===== src/rtl/imem_arb_pkg.sv =====
// Shared types for the instruction-memory port arbiter: FSM states and
// transaction owners.
package imem_arb_pkg;

   typedef enum logic [1:0] {
      IDLE,
      REQ,
      RESP
   } arb_state_e;

   typedef enum logic {
      OWN_IF,
      OWN_D
   } arb_owner_e;

endpackage


===== src/rtl/rr_arb2.sv =====
// Two-input round-robin grant. On a tie, the requester that was not granted
// last wins. The pointer advances only when the caller commits a grant.
module rr_arb2
   import imem_arb_pkg::*;
(
   input  logic clk,
   input  logic rst,
   input  logic req_if_i,
   input  logic req_d_i,
   input  logic upd_i,
   output logic gnt_if_o,
   output logic gnt_d_o
);

   arb_owner_e last_q;
   arb_owner_e last_d;

   always_comb begin
      // NOTE: every combinational output gets a default first, so no path leaves it unassigned and no latch is inferred.
      gnt_if_o = req_if_i & (~req_d_i | (last_q == OWN_D));
      gnt_d_o  = req_d_i & ~gnt_if_o;
      last_d   = last_q;
      if (upd_i && (gnt_if_o || gnt_d_o)) begin
         last_d = gnt_if_o ? OWN_IF : OWN_D;
      end
   end

   always_ff @(posedge clk) begin
      // NOTE: sequential state uses non-blocking assignments, so every flop samples pre-edge values.
      if (rst) begin
         last_q <= OWN_D;
      end else begin
         last_q <= last_d;
      end
   end

endmodule


===== src/rtl/imem_port_arbiter.sv =====
// Shares one line-wide split-transaction memory port between the fetch-line
// prefetcher and a data requester. Only one transaction is outstanding at a
// time, and fetch lines that go stale across a flush are dropped.
module imem_port_arbiter
   import imem_arb_pkg::*;
#(
   parameter int LINEWIDTH = 64,
   parameter int ADDRW     = 32
) (
   input  logic                   clk,
   input  logic                   rst,
   input  logic                   flush_i,
   input  logic                   if_req_i,
   input  logic [ADDRW-1:0]       if_addr_i,
   output logic                   if_ready_o,
   output logic                   if_valid_o,
   output logic [LINEWIDTH-1:0]   if_line_o,
   input  logic                   d_req_i,
   input  logic                   d_we_i,
   input  logic [ADDRW-1:0]       d_addr_i,
   input  logic [LINEWIDTH-1:0]   d_wdata_i,
   input  logic [LINEWIDTH/8-1:0] d_be_i,
   output logic                   d_gnt_o,
   output logic                   d_rvalid_o,
   output logic [LINEWIDTH-1:0]   d_rdata_o,
   output logic                   mem_req_o,
   output logic                   mem_we_o,
   output logic [ADDRW-1:0]       mem_addr_o,
   output logic [LINEWIDTH-1:0]   mem_wdata_o,
   output logic [LINEWIDTH/8-1:0] mem_be_o,
   input  logic                   mem_gnt_i,
   input  logic                   mem_rvalid_i,
   input  logic [LINEWIDTH-1:0]   mem_rdata_i
);

   localparam int BEW = LINEWIDTH / 8;

   arb_state_e           state_q, state_d;
   arb_owner_e           owner_q;
   logic                 drop_q, drop_d;
   logic [ADDRW-1:0]     addr_q;
   logic                 we_q;
   logic [LINEWIDTH-1:0] wdata_q;
   logic [BEW-1:0]       be_q;

   logic gnt_if, gnt_d;
   logic can_accept, accept, resp_hit;

   rr_arb2 u_rr_arb2 (
      .clk      (clk),
      .rst      (rst),
      .req_if_i (if_req_i),
      .req_d_i  (d_req_i),
      .upd_i    (accept),
      .gnt_if_o (gnt_if),
      .gnt_d_o  (gnt_d)
   );

   always_ff @(posedge clk) begin
      if (rst) begin
         state_q <= IDLE;
         drop_q  <= 1'b0;
      end else begin
         state_q <= state_d;
         drop_q  <= drop_d;
      end
   end

   always_comb begin
      state_d = state_q;
      drop_d  = drop_q;
      unique case (state_q)
         IDLE:    if (accept)       state_d = REQ;
         REQ:     if (mem_gnt_i)    state_d = RESP;
         RESP:    if (mem_rvalid_i) state_d = IDLE;
         default:                   state_d = IDLE;
      endcase
      if ((state_q != IDLE) && (owner_q == OWN_IF) && flush_i) begin
         drop_d = 1'b1;
      end
      // The drop marker belongs to one fetch transaction only.
      if (state_d == IDLE) begin
         drop_d = 1'b0;
      end
   end

   always_comb begin
      can_accept  = ~rst & (state_q == IDLE);
      if_ready_o  = can_accept & gnt_if;
      d_gnt_o     = can_accept & gnt_d;
      accept      = if_ready_o | d_gnt_o;
      mem_req_o   = ~rst & (state_q == REQ);
      mem_we_o    = we_q;
      mem_addr_o  = addr_q;
      mem_wdata_o = wdata_q;
      mem_be_o    = be_q;
      resp_hit    = ~rst & (state_q == RESP) & mem_rvalid_i;
      if_valid_o  = resp_hit & (owner_q == OWN_IF) & ~drop_q & ~flush_i;
      d_rvalid_o  = resp_hit & (owner_q == OWN_D);
      if_line_o   = if_valid_o ? mem_rdata_i : '0;
      d_rdata_o   = d_rvalid_o ? mem_rdata_i : '0;
   end

   always_ff @(posedge clk) begin
      if (rst) begin
         owner_q <= OWN_IF;
         addr_q  <= '0;
         we_q    <= 1'b0;
         wdata_q <= '0;
         be_q    <= '0;
      end else if (accept) begin
         if (if_ready_o) begin
            owner_q <= OWN_IF;
            addr_q  <= if_addr_i & ~ADDRW'(7);
            we_q    <= 1'b0;
            wdata_q <= '0;
            be_q    <= '1;
         end else begin
            owner_q <= OWN_D;
            addr_q  <= d_addr_i;
            we_q    <= d_we_i;
            wdata_q <= d_wdata_i;
            be_q    <= d_be_i;
         end
      end
   end

endmodule


===== config.mk =====
export PLATFORM = sky130hd
export DESIGN_NAME = imem_port_arbiter
export DESIGN_NICKNAME = d
export VERILOG_FILES = /design/src/rtl/imem_arb_pkg.sv /design/src/rtl/rr_arb2.sv /design/src/rtl/imem_port_arbiter.sv
export SDC_FILE = /design/constraint.sdc
export NUM_CORES = 1
export LEC_CHECK = 0
export CAP_MARGIN = 20
export CORE_AREA = 2 2 172 174
export CTS_CLUSTER_SIZE = 14
export DETAILED_ROUTE_END_ITERATION = 8
export DIE_AREA = 0 0 174 176
export GPL_TIMING_DRIVEN = 0
export PLACE_DENSITY = 0.57
export SLEW_MARGIN = 40
export SYNTH_ARGS = -nofsm -noshare
export SYNTH_HDL_FRONTEND = slang
export SYNTH_HIERARCHICAL = 1
export SYNTH_SLANG_ARGS = --single-unit

===== constraint.sdc =====
create_clock -name clk -period 2.2 [get_ports clk]
set_input_delay 0.55 -clock clk [delete_from_list [all_inputs] [get_ports clk]]
set_output_delay 0.55 -clock clk [all_outputs]
set_load 0.03 [all_outputs]

==> results of run 1 <==
==> routing by layer <==
layer | track usage, % | wire length [µm] | share of wire, % | vias up
met2 | 33.10 | 15270 | 52 | 267
li1 | - | - | - | 3229
met3 | 4.716 | 1900 | 6.5 | 40
met5 | 0 | 13 | 0.044 | -
met4 | 8.438 | 946 | 3.2 | 2
met1 | 19.79 | 11310 | 38 | 3161
==> metrics by stage <==
stage / area [µm²] / setup slack (ns) / instances / hold slack [ns]
2_1_floorplan: 5604 / 0.02422 / 638 / 0.4926
4_1_cts: 11640 / -0.3915 / 1511 / 0.4585
3_5_place_dp: 10510 / -1.473 / 1464 / 0.4479
3_3_place_gp: 10510 / -1.486 / 1464 / 0.4431
6_report: 11870 / -0.3260 / 1522 / 0.4559
5_1_grt: 11870 / -0.4135 / 1522 / 0.4763
==> cells in the mapped netlist, drive strengths merged <==
library cell / number
dfxtp: 110
a21oi: 71
nand3b: 69
o21ai: 69
and3: 66
and2: 65
mux2i: 58
clkbuf: 44
nand2: 29
buf: 28
o221a: 8
nor2: 3
nor4b: 3
a21boi: 2
inv: 2
nor3b: 2
a2111oi: 1
a211oi: 1
and4bb: 1
nand2b: 1
nor3: 1
o211a: 1
o21bai: 1
or3: 1
or3b: 1
==> sequential cells by signal, indices dropped and copies added (netlist names) <==
signal / cells
mem_wdata_o: 64
mem_addr_o: 32
mem_be_o: 8
state_q: 2
drop_q: 1
mem_we_o: 1
owner_q: 1
u_rr_arb2/last_q: 1
==> cell families (layout without fill, tap and decap cells) <==
logic type             count (synthesis)  in the layout  synth area share, %
buffers and inverters                 74            565                7.189
AO/OA/AOI/OAI                        154            154                15.05
AND/OR/NAND/NOR                      242            242                28.11
multiplexers                          58             58                10.36
other                                  0              9                    0
flip-flops                           110            110                39.29
==> layout make-up <==
cell class	instances	area, µm²
well taps	384	480.5
plain buffers	69	503.0
clock inverters	4	31.28
multi-input cells	454	3468
diodes	9	22.52
repair buffers	478	4907
flip-flops and latches	110	2207
inverters	2	7.507
clock buffers	12	246.5
fillers	2801	16670
==> power breakdown <==
part,internal (mW),switching (mW)
combinational,0.737,0.718
clock,0.807,0.800
sequential,2.10,0.0592
==> worst min-delay path by stage <==
| stage | from | endpoint | slack, ns |
|---|---|---|---|
| 2_1_floorplan | drop_q | drop_q | 0.49 |
| 3_3_place_gp | mem_addr_o[18] | mem_addr_o[18] | 0.44 |
| 3_5_place_dp | mem_addr_o[7] | mem_addr_o[7] | 0.45 |
| 4_1_cts | mem_addr_o[30] | mem_addr_o[30] | 0.46 |
| 5_1_grt | mem_addr_o[18] | mem_addr_o[18] | 0.48 |
| 6_report | mem_addr_o[31] | mem_addr_o[31] | 0.46 |
==> worst min-delay path, stage by stage (launching register included) <==
cell and delay (ns):
dfxtp_1 0.31, nand2_1 0.05, mux2i_1 0.05
==> timing repair <==
action,4_1_cts,5_1_grt
setup endpoints to repair,242,143
setup buffers,24,5
resized for setup,1067,68
pin swaps,3,18
gates cloned,8,0
==> run_results.csv, run 1 <==
group,metric,value,unit
status,status,"finished with violations",
status,violations,"negative setup slack",
clock_tree,clk_latency,0.35,ns
setup_path,crit_chain,"and4bb_4 -> buf_4 -> buf_12 -> buf_12 -> buf_6 -> clkbuf_8 -> buf_4 -> and3_4 -> buf_6",
clock_tree,clk_pin_slew,0.08,ns
clock_tree,cts_made_buffers,9,
setup_path,crit_type,"reg2out",
timing,fmax,0.3959,GHz
grt,grt_pass1_vias,6788,
yosys,yosysTopAreaCell,"dfxtp_1",
floorplan,die_height,176,µm
floorplan,io_pins,446,
timing,setup_viol_count_final,130,
power,finalPower,5.223,mW
routing,avgViaCountPerCell,4.401,
yosys,netlist_top_cells_area,"dfxtp_1 39%, mux2i_1 10%, nand3b_1 9.2%",
clock_tree,cts_tree,"done",
timing,post-route-period-util,114.8,%
routing,via_count,6699,
setup_path,critPathLaunch,"state_q[0]",
setup_path,setup.worst_path.start_class,"flip-flop",
hold_path,hold_path.class,"reg2reg",
floorplan,die_x,174,µm
setup_path,rr_worst_depth,9,
power,p_per_area,439.9,nW/µm²
timing,hold_viol_final,0,
grt,grt_max_degree,20,
setup_path,cp_slowest_cell,"dfxtp_2",
job,cap_viol_max_count,0,
grt,antenna_found_initial,11,
routing,drtIter0Drc,200,
clock_tree,cts_max_path_buffers,2,
setup_path,arrival,1.98,ns
yosys,syn_nets,846,
setup_path,crit_buf_inv,7,
timing,rsz0062_at_grt,"yes",
setup_path,ff2ff_setup_slack,0.27,ns
yosys,ys_warn_count,6,
setup_path,crit_path_max_incr_delay,0.34,ns
finish,nNetsFinal,1332,
grt,grt_pass1_wl,42.45,mm
routing,dr.pass1.iters,4,
placed_design,hpwl,22.85,mm
power,ir_worst_vdd,0.3302,mV
floorplan,row_count,62,
timing,worst_slew_pin_slew,0.6151,ns
yosys,ys_ff_latch,110,
hold_path,whs_path_depth,2,
timing,fin_worst_skew,0.008733,ns
finish,layout-drive-gt1-share,31.53,%
yosys,avgSynthCellArea,8.784,µm²
timing,fin_crit,2.526,ns
yosys,syn_area,5604,µm²
routing,wirelength,29.44,mm
routing,drtAntennaViolNets,0,
yosys,synth_top_area_share,39.29,%
floorplan,start_util,19.63,%
finish,mostFrequentLayoutCells,"304 x clkdlybuf4s50_1, 150 x buf_6, 106 x dfxtp_1",
setup_path,critical_path_required,1.65,ns
timing,setup_tns,-29.52,ns
clock_tree,cts_hold_buf,0,
routing,wl_per_cell,19.34,µm
power,leakage,4.543,nW
floorplan,die_area,30620,µm²
floorplan,fp.coreArea,28550,µm²
finish,utilization,41.59,%
grt,grtUsageTotal,18.20,%
setup_path,path_delay_family,"buffers and inverters",
clock_tree,cts.sinks,110,
placed_design,port_buffers,442,
yosys,ys_types,33,
setup_path,crit_path_max_fanout,6,
routing,drcViolationCount,0,
setup_path,critPathCapture,"d_rdata_o[53]",
timing,slew_viol_final,0,
finish,area_delta_synth_final,111.9,%
setup_path,r2r-start,"u_rr_arb2/last_q",
setup_path,rr_endpoint,"u_rr_arb2/last_q",
timing,worst_slack,-0.3260,ns
clock_tree,cts_root_buffer,"clkbuf_16",
finish,layout_commonest_cell,"clkdlybuf4s50_1",
yosys,syn_inst,638,
setup_path,cp-end-kind,"output port",
setup_path,cp_num_cells,9,
yosys,yosysSeqAreaShare,39.29,%
clock_tree,htree_levels,3,
timing,max-slew-margin-rel,59.00,%
grt,grt_overflow,0,
placed_design,place_congestion,0.8311,
Power figures use the tool's default switching activity.
==> run 2, diff against run 1 <==
PLACE_DENSITY = default   (was 0.57)
==> run_results.csv, run 2 (synthesis gave the netlist of run 1 again) <==
group,metric,value,unit
grt,grt_pass1_vias,6932,
status,status,"finished with violations",
routing,dr.pass1.iters,4,
hold_path,min-delay-start,"mem_addr_o[21]",
job,cap_viol_max_count,0,
power,leakage,4.660,nW
finish,layout_commonest_cell,"clkdlybuf4s50_1",
finish,mostFrequentLayoutCells,"305 x clkdlybuf4s50_1, 165 x buf_6, 106 x dfxtp_1",
status,violations,"negative setup slack",
setup_path,arrival,1.96,ns
finish,design_area,12150,µm²
routing,drtIter0Drc,196,
timing,fin_worst_skew,0.01164,ns
finish,largest_reg_flops,64,
clock_tree,cts_tree,"done",
hold_path,whs_path_depth,2,
setup_path,cp-end-kind,"output port",
timing,setup_tns,-23.32,ns
setup_path,crit_path_max_fanout,6,
timing,post-route-period-util,114.1,%
timing,setup_viol_count_final,130,
setup_path,ff2ff_setup_slack,0.20,ns
setup_path,rr_worst_depth,8,
routing,wirelength,29.05,mm
timing,slew_viol_final,0,
floorplan,fp.coreArea,28550,µm²
timing,hold_viol_final,0,
finish,multi_input_area,3501,µm²
setup_path,crit_path_max_incr_delay,0.34,ns
placed_design,post_dp_cell_area,10510,µm²
clock_tree,cts_root_buffer,"clkbuf_16",
timing,fin_crit,2.510,ns
grt,grtUsageTotal,17.80,%
setup_path,crit_top_cell,"buf_6",
floorplan,io_pins,446,
finish,layout-drive-gt1-share,33.51,%
grt,grt_overflow,0,
routing,drcViolationCount,0,
finish,area_delta_synth_final,116.7,%
finish,nNetsFinal,1345,
setup_path,crit_chain,"buf_4 -> and4bb_4 -> nor4b_4 -> buf_6 -> buf_8 -> buf_6 -> and2_4 -> buf_6",
setup_path,rr_endpoint,"mem_addr_o[15]",
grt,met1_usage,18.56,%
setup_path,cp_slowest_cell,"and4bb_4",
setup_path,setup.worst_path.start_class,"input port",
clock_tree,cts_made_buffers,9,
finish,final-seq-area,2210,µm²
placed_design,port_buffers,442,
power,p_per_area,450.7,nW/µm²
routing,drtAntennaViolNets,0,
floorplan,die_x,174,µm
setup_path,critical_path_required,1.65,ns
clock_tree,clk_latency,0.35,ns
finish,num-fill-cells,2775,
grt,met3_usage,5.771,%
routing,wl_per_cell,18.93,µm
finish,utilization,42.55,%
grt,grt_busiest_layer,"met2",
timing,fmax,0.3984,GHz
hold_path,hold_path.class,"reg2reg",
grt,grt_pass1_wl,41.78,mm
setup_path,r2r-start,"u_rr_arb2/last_q",
timing,max-slew-margin-rel,59.86,%
grt,antenna_found_initial,13,
grt,use_met2,32.52,%
timing,rsz0062_at_grt,"yes",
timing,worst_slew_pin_slew,0.6021,ns
hold_path,whs_endpoint,"mem_addr_o[21]",
timing,worst_slack,-0.3097,ns
power,ir_worst_vdd,0.4239,mV
routing,avgViaCountPerCell,4.365,
routing,via_count,6701,
clock_tree,cts_max_path_buffers,2,
clock_tree,clk_pin_slew,0.07,ns
clock_tree,cts.sinks,110,
setup_path,crit_type,"in2out",
floorplan,start_util,19.63,%
grt,grt_max_degree,17,
clock_tree,htree_levels,3,
placed_design,hpwl,22.10,mm
floorplan,die_area,30620,µm²
floorplan,die_height,176,µm
placed_design,place_congestion,0.8252,
setup_path,path_delay_family,"buffers and inverters",
setup_path,crit_buf_inv,5,
floorplan,row_count,62,
[run 2: per-layer routing]
metal	vias to the layer above	share of wire [%]
li1	3256	-
met1	3122	37
met2	273	52
met3	46	7.8
met4	4	3.1
met5	-	0.079
[run 2: timing repair]
action                                   CTS  global route
cloned                                    15             0
hold buffers                               0             0
endpoints found under the setup margin   242           183
pin swaps                                 30            11
buffers inserted                          26            17
gates resized for setup                 1129            52
[run 2: worst max-delay path by stage]
stage	startpoint	slack, ns	to	depth (start not counted)
floorplan	rst	0.02	if_line_o[54]	4
global placement	rst	-1.51	d_gnt_o	6
detailed placement	rst	-1.47	d_gnt_o	6
CTS	state_q[0]	-0.40	if_line_o[25]	8
global route	state_q[0]	-0.38	if_line_o[50]	7
finish	rst	-0.31	if_line_o[50]	8
[run 2: power by group]
group	switching (mW)	internal [mW]
combinational	0.721	0.763
clock	0.779	1.05
sequential	0.0585	2.10
total	1.56	3.92
[run 2: stage by stage]
step           hold slack (ns)  instances  total power [mW]  worst slack, ns
3_3_place_gp            0.4423       1464             3.584           -1.513
2_1_floorplan           0.4926        638             2.818          0.02422
5_1_grt                 0.4754       1535             5.702          -0.3822
6_report                0.4590       1535             5.475          -0.3097
3_5_place_dp            0.4465       1464             3.592           -1.469
4_1_cts                 0.4582       1519             5.507          -0.4004
[run 2: area by class of cell]
type                            instances  share of cell area, %
Inverter                                2                0.06180
Clock buffer                           11                  2.081
Multi-Input combinational cell        454                  28.82
Antenna cell                           11                 0.2266
Buffer                                 66                  3.688
Timing Repair Buffer                  494                  42.41
Tap cell                              384                  3.956
Sequential cell                       110                  18.19
Clock inverter                          3                 0.5665
[run 2: tightest hold or removal path, cell delays in order, from the launching register on]
cell and delay (ns):
dfxtp_1 0.31, nand2_1 0.05, mux2i_1 0.05
